`config.mk`:
```
export PLATFORM = sky130hd
export DESIGN_NAME = rr_req_agent
export DESIGN_NICKNAME = d
export VERILOG_FILES = /design/src/rtl/rr_req_agent_pkg.sv /design/src/rtl/rr_req_agent_q.sv /design/src/rtl/rr_req_agent.sv
export SDC_FILE = /design/constraint.sdc
export NUM_CORES = 1
export LEC_CHECK = 0
export BUFFER_PORTS_ARGS = -buffer_cell sky130_fd_sc_hd__buf_4
export CORE_MARGIN = 4
export CORE_UTILIZATION = 50
export DETAILED_ROUTE_END_ITERATION = 16
export HOLD_SLACK_MARGIN = 0.08
export PLACE_DENSITY = 0.74
export SYNTH_ARGS = -nofsm -noshare
export SYNTH_HDL_FRONTEND = slang
export SYNTH_SLANG_ARGS = --single-unit
```
`constraint.sdc`:
```
create_clock -name clk -period 2.3 [get_ports clk]
set_input_delay 0.115 -clock clk [delete_from_list [all_inputs] [get_ports clk]]
set_output_delay 0.115 -clock clk [all_outputs]
set_load 0.01 [all_outputs]
```
`src/rtl/rr_req_agent_pkg.sv`:
```
// Shared types and defaults for the round-robin request agent.
// Also holds the common one-hot to index encoder.
package rr_req_agent_pkg;

    localparam int W_DEF        = 4;
    localparam int DEPTH_DEF    = 2;
    localparam int STARVE_N_DEF = 16;
    localparam int ENC_MAX      = 32;
    localparam int ENC_W        = $clog2(ENC_MAX);

    typedef logic [$clog2(W_DEF)-1:0] lane_idx_t;

    // One-hot (or zero) vector to binary index.
    function automatic logic [ENC_W-1:0] onehot_enc(
        input logic [ENC_MAX-1:0] oh
    );
        logic [ENC_W-1:0] idx;
        idx = '0;
        for (int i = 0; i < ENC_MAX; i++) begin
            if (oh[i]) idx = idx | ENC_W'(i);
        end
        return idx;
    endfunction

endpackage

```
`src/rtl/rr_req_agent_q.sv`:
```
// Per-lane FIFO queue for the request agent.
// No bypass: a pop frees its slot only from the next cycle.
module rr_req_agent_q #(
    parameter int DATA_W = 32,
    parameter int DEPTH  = 2
) (
    input  logic              clk,
    input  logic              rst,
    input  logic              push_i,
    input  logic [DATA_W-1:0] data_i,
    input  logic              pop_i,
    output logic              full_o,
    output logic              empty_o,
    output logic [DATA_W-1:0] head_o
);

    localparam int AW = $clog2(DEPTH);
    localparam int CW = AW + 1;

    logic [DATA_W-1:0] mem_q [DEPTH];
    logic [AW-1:0]     wr_q, wr_d;
    logic [AW-1:0]     rd_q, rd_d;
    logic [CW-1:0]     cnt_q, cnt_d;
    logic              push_ok;
    logic              pop_ok;

    assign full_o  = (cnt_q == CW'(DEPTH));
    assign empty_o = (cnt_q == '0);
    assign head_o  = mem_q[rd_q];
    assign push_ok = push_i & !full_o;
    assign pop_ok  = pop_i & !empty_o;

    // Next pointers and occupancy; pointers wrap naturally at DEPTH.
    always_comb begin
        wr_d  = wr_q + AW'(push_ok);
        rd_d  = rd_q + AW'(pop_ok);
        cnt_d = cnt_q + CW'(push_ok) - CW'(pop_ok);
    end

    // Pointer and count state.
    always_ff @(posedge clk) begin
        if (rst) begin
            wr_q  <= '0;
            rd_q  <= '0;
            cnt_q <= '0;
        end else begin
            wr_q  <= wr_d;
            rd_q  <= rd_d;
            cnt_q <= cnt_d;
        end
    end

    // Storage array; contents are don't-care while empty.
    always_ff @(posedge clk) begin
        if (push_ok) mem_q[wr_q] <= data_i;
    end

endmodule

```
`src/rtl/rr_req_agent.sv`:
```
// Round-robin request agent: per-lane queues feeding an
// external arbiter, with grant checking and starvation flags.
module rr_req_agent
    import rr_req_agent_pkg::*;
#(
    parameter int W        = W_DEF,
    parameter int DATA_W   = 32,
    parameter int DEPTH    = DEPTH_DEF,
    parameter int STARVE_N = STARVE_N_DEF
) (
    input  logic                  clk,
    input  logic                  rst,
    input  logic [W-1:0]          i_in_vld,
    input  logic [W*DATA_W-1:0]   i_in_data,
    output logic [W-1:0]          o_in_rdy,
    output logic [W-1:0]          o_req,
    input  logic [W-1:0]          i_gnt,
    output logic                  o_ack,
    output logic                  o_out_vld,
    output logic [DATA_W-1:0]     o_out_data,
    output logic [$clog2(W)-1:0]  o_out_lane,
    input  logic                  i_out_rdy,
    output logic [W-1:0]          o_starve,
    output logic                  o_err
);

    localparam int LW = $clog2(W);
    localparam int SW = $clog2(STARVE_N + 1);

    logic [W-1:0]      full;
    logic [W-1:0]      empty;
    logic [W-1:0]      pop;
    logic [DATA_W-1:0] head [W];

    logic              out_free;
    logic              gnt_any;
    logic              gnt_onehot;
    logic              grant_legal;
    logic [LW-1:0]     gnt_idx;

    logic              vld_q, vld_d;
    logic [DATA_W-1:0] data_q, data_d;
    logic [LW-1:0]     lane_q, lane_d;
    logic              err_q, err_d;
    logic [SW-1:0]     stv_q [W];
    logic [SW-1:0]     stv_d [W];

    for (genvar i = 0; i < W; i++) begin : g_lane
        rr_req_agent_q #(
            .DATA_W (DATA_W),
            .DEPTH  (DEPTH)
        ) u_q (
            .clk     (clk),
            .rst     (rst),
            .push_i  (i_in_vld[i]),
            .data_i  (i_in_data[i*DATA_W +: DATA_W]),
            .pop_i   (pop[i]),
            .full_o  (full[i]),
            .empty_o (empty[i]),
            .head_o  (head[i])
        );
        assign o_in_rdy[i] = !full[i];
        assign o_req[i]    = !empty[i];
        assign o_starve[i] = (stv_q[i] == SW'(STARVE_N));
    end

    assign out_free    = !vld_q | i_out_rdy;
    assign gnt_any     = (i_gnt != '0);
    assign gnt_onehot  = gnt_any & ((i_gnt & (i_gnt - 1'b1)) == '0);
    assign grant_legal = gnt_onehot & ((i_gnt & ~o_req) == '0);
    assign o_ack       = gnt_any & out_free & grant_legal & !rst;
    assign pop         = o_ack ? i_gnt : '0;
    assign gnt_idx     = LW'(onehot_enc(ENC_MAX'(i_gnt)));

    assign o_out_vld  = vld_q;
    assign o_out_data = data_q;
    assign o_out_lane = lane_q;
    assign o_err      = err_q;

    // Output register: load on ack, drain when free, else hold.
    always_comb begin
        vld_d  = vld_q;
        data_d = data_q;
        lane_d = lane_q;
        err_d  = err_q | (gnt_any & !grant_legal);
        if (o_ack) begin
            vld_d  = 1'b1;
            data_d = head[gnt_idx];
            lane_d = gnt_idx;
        end else if (out_free) begin
            vld_d  = 1'b0;
        end
    end

    // Starvation counters: count waiting cycles, saturate.
    always_comb begin
        for (int i = 0; i < W; i++) begin
            stv_d[i] = stv_q[i];
            if (pop[i] || !o_req[i]) begin
                stv_d[i] = '0;
            end else if (stv_q[i] != SW'(STARVE_N)) begin
                stv_d[i] = stv_q[i] + 1'b1;
            end
        end
    end

    // Output, error and starvation state.
    always_ff @(posedge clk) begin
        if (rst) begin
            vld_q  <= 1'b0;
            data_q <= '0;
            lane_q <= '0;
            err_q  <= 1'b0;
            for (int i = 0; i < W; i++) stv_q[i] <= '0;
        end else begin
            vld_q  <= vld_d;
            data_q <= data_d;
            lane_q <= lane_d;
            err_q  <= err_d;
            for (int i = 0; i < W; i++) stv_q[i] <= stv_d[i];
        end
    end

endmodule

```
==> Word-level counts from Yosys, hierarchy flattened <==
Memory sizes are Yosys's and may differ from the RTL's. A register that Yosys moved wholly into a read port is not among the register bits.
Index checks and enable logic that the tools add are counted.
{ "word_totals": {"inputBits": 139, "n_memories": 5, "out_inout_bits": 49, "wordCells": 138, "mem_bits_rw": 276, "reg_bits": 52} }
{ "memory_table": {"columns": ["memory", "depth", "width", "rd", "rd_clocked_by_memory_dff", "write_ports", "line_no", "source"], "rows": [
  ["g_lane[0].u_q.mem_q", 2, 32, 1, 1, 1, "rr_req_agent_q.sv:20", "logic [DATA_W-1:0] mem_q [DEPTH];"],
  ["g_lane[1].u_q.mem_q", 2, 32, 1, 1, 1, "rr_req_agent_q.sv:20", null],
  ["g_lane[2].u_q.mem_q", 2, 32, 1, 1, 1, "rr_req_agent_q.sv:20", null],
  ["g_lane[3].u_q.mem_q", 2, 32, 1, 1, 1, "rr_req_agent_q.sv:20", null],
  ["stv_q", 4, 5, 4, 0, 4, "rr_req_agent.sv:45", "logic [SW-1:0] stv_q [W];"]
]} }
{ "classes": {"n_reduce_logical": 23, "n_eq_ne": 12, "n_bitwise": 24, "muxes": 36, "addsub": 21, "order_cmp": 1} }
{ "ops": {"columns": ["cell", "n"], "rows": [
  ["$bmux W32 S2", 1],
  ["$mux W32", 2],
  ["$mux W5", 12],
  ["$add A5 B1 Y5 const B", 4],
  ["$eq A5 B5 Y1 const B", 4],
  ["$ne A5 B5 Y1 const B", 4],
  ["$mux W1", 18],
  ["$and A1 B1 Y1", 14],
  ["$logic_not A1 Y1", 11],
  ["$add A1 B1 Y1", 8],
  ["$add A2 B1 Y2", 4],
  ["$and A4 B4 Y4", 2],
  ["$eq A2 B2 Y1 const B", 4],
  ["$logic_not A2 Y1", 4],
  ["$logic_not A4 Y1", 2],
  ["$sub A2 B1 Y2", 4],
  ["$or A1 B1 Y1", 6],
  ["$logic_or A1 B1 Y1", 4],
  ["$mux W2", 2],
  ["$mux W4", 1],
  ["$not A4 Y4", 1],
  ["$reduce_bool A4 Y1", 1],
  ["$sub A4 B1 Y4 const B", 1],
  ["$ge A3 B3 Y1 const B", 1],
  ["2 further kinds", 2]
]} }

==> Longest topological paths before layout <==
{ "logic_depth": {"word_depth": 12, "mapped_depth": 13, "depth_no_buf": 11} }

==> Cells and area by module <==
A second synthesis with hierarchy kept.
{ "hier_totals": {"cells_unflattened": 884, "area_unflattened_um2": 13663.1} }
{ "modules_own_cells": {"columns": ["module", "area_each_um2", "instances", "seq_area_each_um2", "cells_per_inst"], "rows": [
  ["rr_req_agent_q", 2565.0, 4, 2001.9, 123],
  ["rr_req_agent", 3403.3, 1, 1121.1, 392]
]} }

==> Worst setup path before layout <==
OpenSTA, ideal clock, no wires.
{ "synth_path": {"kind": "register to register", "start": "reg g_lane[3].u_q.cnt_q[1]", "end": "reg g_lane[3].u_q.cnt_q[1]", "path_slack_ps": -32, "synth_period_minus_slack_ps": 2332, "setup_ps": 128, "path_buffers": 2, "t_required_ps": 2172, "arrival_ps": 2204, "stages_incl_launch_ff": 13, "path_cell_list": "dfxtp_1 or2_1 and4b_1 o21a_1 buf_6 and3_1 buf_6 ha_1 inv_1 ha_1 xor2_1 xnor2_1 nor2_1"} }
{ "synth_between": {"elab_chain_cells": 11, "elab_cells_between_ends": 15, "classes_between": "2 x add/sub; 1 x eq/ne; 1 x mux; 7 x bitwise; 4 x reduce/logical"} }
{ "synth_rtl": {"columns": ["item", "line_no", "source"], "rows": [
  ["from (decl)", "rr_req_agent_q.sv:23", "logic [CW-1:0] cnt_q, cnt_d;"],
  ["from (signal assigned)", "rr_req_agent_q.sv:49", "cnt_q <= cnt_d;"],
  ["$logic_not A2 Y1 (*)", "rr_req_agent_q.sv:28", "assign empty_o = (cnt_q == '0);"],
  ["$logic_not A1 Y1 (*)", "rr_req_agent.sv:63", "assign o_req[i] = !empty[i];"],
  ["net o_req[3]", "rr_req_agent.sv:16", "output logic [W-1:0] o_req,"],
  ["$not A4 Y4", "rr_req_agent.sv:70", "assign grant_legal = gnt_onehot & ((i_gnt & ~o_req) == '0);"],
  ["$and A4 B4 Y4", "rr_req_agent.sv:70", null],
  ["$logic_not A4 Y1", "rr_req_agent.sv:70", null],
  ["$and A1 B1 Y1", "rr_req_agent.sv:70", null],
  ["$and A1 B1 Y1 (2 in series)", "rr_req_agent.sv:71", "assign o_ack = gnt_any & out_free & grant_legal & !rst;"],
  ["$mux W4", "rr_req_agent.sv:72", "assign pop = o_ack ? i_gnt : '0;"],
  ["$and A1 B1 Y1 (*)", "rr_req_agent_q.sv:31", "assign pop_ok = pop_i & !empty_o;"],
  ["$sub A2 B1 Y2 (*)", "rr_req_agent_q.sv:37", "cnt_d = cnt_q + CW'(push_ok) - CW'(pop_ok);"]
]} }
Mark *: on every way through the listed nets, which the timed path passes. The rest lies on a longest branch.
A chain may end at the register's enable or synchronous reset.

==> Worst setup path in the final report <==
{ "layout_path": {"start": "reg g_lane[3].u_q.cnt_q[1]", "end": "reg g_lane[3].u_q.cnt_q[1]"} }
{ "layout_between": {"elab_chain_cells": 11, "elab_cells_between_ends": 15, "classes_between": "2 x add/sub; 1 x eq/ne; 1 x mux; 7 x bitwise; 4 x reduce/logical"} }
{ "layout_rtl": {"columns": ["item", "line_no"], "rows": [
  ["$logic_not A2 Y1", "rr_req_agent_q.sv:28"],
  ["$logic_not A1 Y1", "rr_req_agent_q.sv:31, rr_req_agent.sv:63"],
  ["$not A4 Y4", "rr_req_agent.sv:70"],
  ["$and A4 B4 Y4", "rr_req_agent.sv:70"],
  ["$logic_not A4 Y1", "rr_req_agent.sv:70"],
  ["$and A1 B1 Y1", "rr_req_agent.sv:70"],
  ["$and A1 B1 Y1 (2 in series)", "rr_req_agent.sv:71"],
  ["$mux W4", "rr_req_agent.sv:72"],
  ["$and A1 B1 Y1", "rr_req_agent_q.sv:31"],
  ["$sub A2 B1 Y2 (*)", "rr_req_agent_q.sv:37"]
]} }
Mark *: on every way between the ends. The rest lies on a longest branch, timed or not.

==> flow_summary_export.csv <==
group,metric,value,unit
logic_synthesis,synth_cells,841,
power,ir_drop,0.646,mV
critical_path,worstSetupPathType,"reg -> reg",
critical_path,cp-start-kind,"register",
placement,placedCellCount,1351,
logic_synthesis,synth_top_family_by_area,"multiplexers",
sta,worst_pin_slew,470,ps
logic_synthesis,synth_fa_ha_area_share,2.28,%
placement,globalplace.congestion,0.817,
critical_path,crit_path_end_kind,"register",
floorplanning,ios,188,
sta,slew_headroom,68.7,%
placement,io_buffers,187,
final_layout,final_cell_count_no_fill,1553,
floorplanning,coreArea,26000,µm²
floorplanning,die_w,170,µm
grt,grt_pass1_vias,8913,
critical_path,path_max_fanout,5,
routing,wl_per_cell,21.4,µm
logic_synthesis,synthSimpleGateAreaFrac,5.18,%
routing,drc,0,
outcome,status,"complete, no violations",
power,swShare,23.1,%
grt,grt_util_met1,28.7,%
logic_synthesis,post_synth_xor_area_fraction,1.60,%
final_layout,antenna_cells,0,
sta,timing.final.crit_period,2220,ps
logic_synthesis,synth_top_cell_by_area,"edfxtp_1",
final_layout,area_growth,34.6,%
logic_synthesis,synth_area,13200,µm²
final_layout,fin_nets,1355,
cts,htreeDepth,2,
sta,rsz0062_at_grt,"yes",
routing,first_pass_iters,6,
sta,fin_skew,14.3,ps
floorplanning,dieArea,29000,µm²
logic_synthesis,synth_cell_type_count,46,
grt,grt.total_usage,22.6,%
logic_synthesis,synth.top_cell.area_share,58.3,%
logic_synthesis,synth_ff_type,"edfxtp_1",
logic_synthesis,synthMuxAreaShare,13.0,%
placement,hpwlAfterDp,21100,µm
logic_synthesis,synthTopCellsByCount,"256 x edfxtp_1, 134 x mux2i_1, 72 x dfxtp_1, 38 x nand2_1, 35 x nand3_1",
power,p_int,0.0113,W
sta,slew_viol_final,0,
flow_run,drv_cap,0,
cts,cts_tree,"built",
routing,drt_iter0_drc,740,
grt,grtUsageMet3,4.11,%
placement,post_dp_cell_area,15100,µm²
cts,cts.path.max_buffers,3,
logic_synthesis,synth-edff-count,256,
cts,numCtsBuffers,34,
logic_synthesis,synth_area_leaders,"edfxtp_1 58%, dfxtp_1 11%, mux2i_1 10%",
sta,final-hold-violation-count,0,
routing,drt.antenna.violating_nets,0,
min_path,hold_path.class,"in -> reg",
sta,max_clock_freq,0.451,GHz
cts,clk_latency,510,ps
grt,antenna_found_initial,2,
logic_synthesis,avgSynthCellArea,15.7,µm²
logic_synthesis,ys_async_sr_fraction,0,%
logic_synthesis,syn_nets,1004,
sta,timing.hold.ws,106,ps
routing,wl,33300,µm
power,p_clk_share,38.1,%
cts,clk_pin_slew_worst_paths,60,ps
power,power.switching,0.00340,W
logic_synthesis,yosysWarnings,0,
logic_synthesis,ys_ff_latch,328,
final_layout,drive_gt1_share,28.7,%
routing,vias,8573,
grt,busiest_layer,"met2",
logic_synthesis,ys_seq_area_share,69.3,%
logic_synthesis,synth_most_common_cell,"edfxtp_1",
floorplanning,row_count,59,
floorplanning,dieHeight,170,µm
power,p_comb_share,13.3,%
critical_path,worstPathRequired,2690,ps
critical_path,arrival,2610,ps
grt,met2_usage,40.0,%
cts,cts_root_buf,"clkbuf_16",
sta,min_period_over_period,96.4,%
power,seqPwrFrac,48.6,%
logic_synthesis,synth-compound-area-share,5.70,%
sta,setup_viol,0,
cts,cts.sinks,328,
power,p_per_area,830,nW/µm²
final_layout,stdcell_area,17700,µm²
grt,grt_max_degree,35,
grt,grt_pass1_wl,50100,µm
power,p_leak,6.54,nW
grt,grt-ovfl-total,0,
floorplanning,initial_core_util,50.7,%
routing,via_per_inst,5.52,
[flip-flops by register name, indices dropped and copies added (netlist names)]
name,flops
g_lane.u_q.rd_q,4
o_out_vld,1
g_lane.u_q.wr_q,4
o_err,1
o_out_lane,2
stv_q,20
g_lane.u_q.mem_q,256
g_lane.u_q.cnt_q,8
o_out_data,32
[metrics by stage]
step	worst slack (ps)	utilization, %	TNS [ps]	power [W]
after floorplan	6.72	-	0	0.00820
after global placement	124	58.3	0	0.00895
after detailed placement	57.2	58.3	0	0.00902
after CTS	0.162	68.0	0	0.0148
after global routing	-22.7	68.3	-34.8	0.0152
final	83.2	68.3	0	0.0147
[routing by layer]
metal  share of wire [%]  up-vias  wire (µm)
met5               0.066        -         22
met4                 2.3        4        778
met3                 7.1       59       2380
met2                  51      332      17000
met1                  39     4236      13100
li1                    -     3942          -
[kinds of logic after synthesis]
family,after synthesis
DFF,328
muxes,167
and+or+nand+nor,131
AOI/OAI and AO/OA,87
buffers and inverters,80
xor gates and xnor gates,24
adders and majority gates,24
[power by group through the flow]
stage          logic (W)  registers [W]  clock network [W]
6_report         0.00196        0.00716            0.00561
2_1_floorplan   0.000942        0.00726                  0
4_1_cts          0.00194        0.00716            0.00569
3_3_place_gp     0.00170        0.00725                  0
5_1_grt          0.00213        0.00720            0.00592
3_5_place_dp     0.00174        0.00728                  0
[placed cells by master, fill, tap and decap left out, types with 3 or more instances in the layout]
master         Yosys  final
mux2_2            32     32
inv_1             27     26
o211ai_1          28     28
and3_1             7      7
ha_1              24     15
nand2_1           38     38
and4bb_2           3      3
a31o_2             4      4
dfxtp_1           72     67
nor2b_1            5      5
ha_2               0      8
mux2i_1          134    134
dlygate4sd3_1      0    135
nand3_1           35     35
nor3_1            10     10
buf_12             0      5
a21oi_1            4      4
a211oi_1           5      5
dfxtp_2            0      5
clkbuf_16          0     39
clkinv_1           0      9
and2_1             4      4
xnor2_1           12     12
a222oi_1          33     33
xor2_1            12     11
clkbuf_1          19      5
nor2_1            19     17
nor2_4             0      3
edfxtp_1         256    256
clkbuf_8           0      5
buf_4              4    226
[final cells by class]
class                      count  area [µm²]
sequential                   328        9140
fill                        1737        8250
multi-input combinational    433        3750
timing repair buffer         367        3160
clock buffer                  49        1060
tap                          335         419
clock inverter                13         108
inverter                      28         105
[worst paths after layout]
path | slack [ps] | end | startpoint | cells past startpoint
setup / recovery | 80 | g_lane[3].u_q.cnt_q[1] | g_lane[3].u_q.cnt_q[1] | 10
hold / removal | 110 | g_lane[2].u_q.wr_q | i_in_vld[2] | 4
setup reg to reg | 80 | g_lane[3].u_q.cnt_q[1] | g_lane[3].u_q.cnt_q[1] | 10
hold reg to reg | 490 | o_out_data[1] | o_out_data[1] | 2
[timing repair]
action,in CTS,in global routing
resized for setup,0,9
pin swaps,0,5
endpoints found under the hold margin,273,0
endpoints found under the setup margin,1,5
setup buffers,1,4
hold buffers,135,0
[critical path: stages, from the launching register on]
cell and delay, ps:
dfxtp_1 320, or2_4 240, and4b_2 250, o21a_4 230, and3_1 180, ha_1 270, inv_1 40, ha_1 190
xor2_1 180, xnor2_1 140, nor2_1 50
Note: power is estimated with default switching activity, not from simulation.
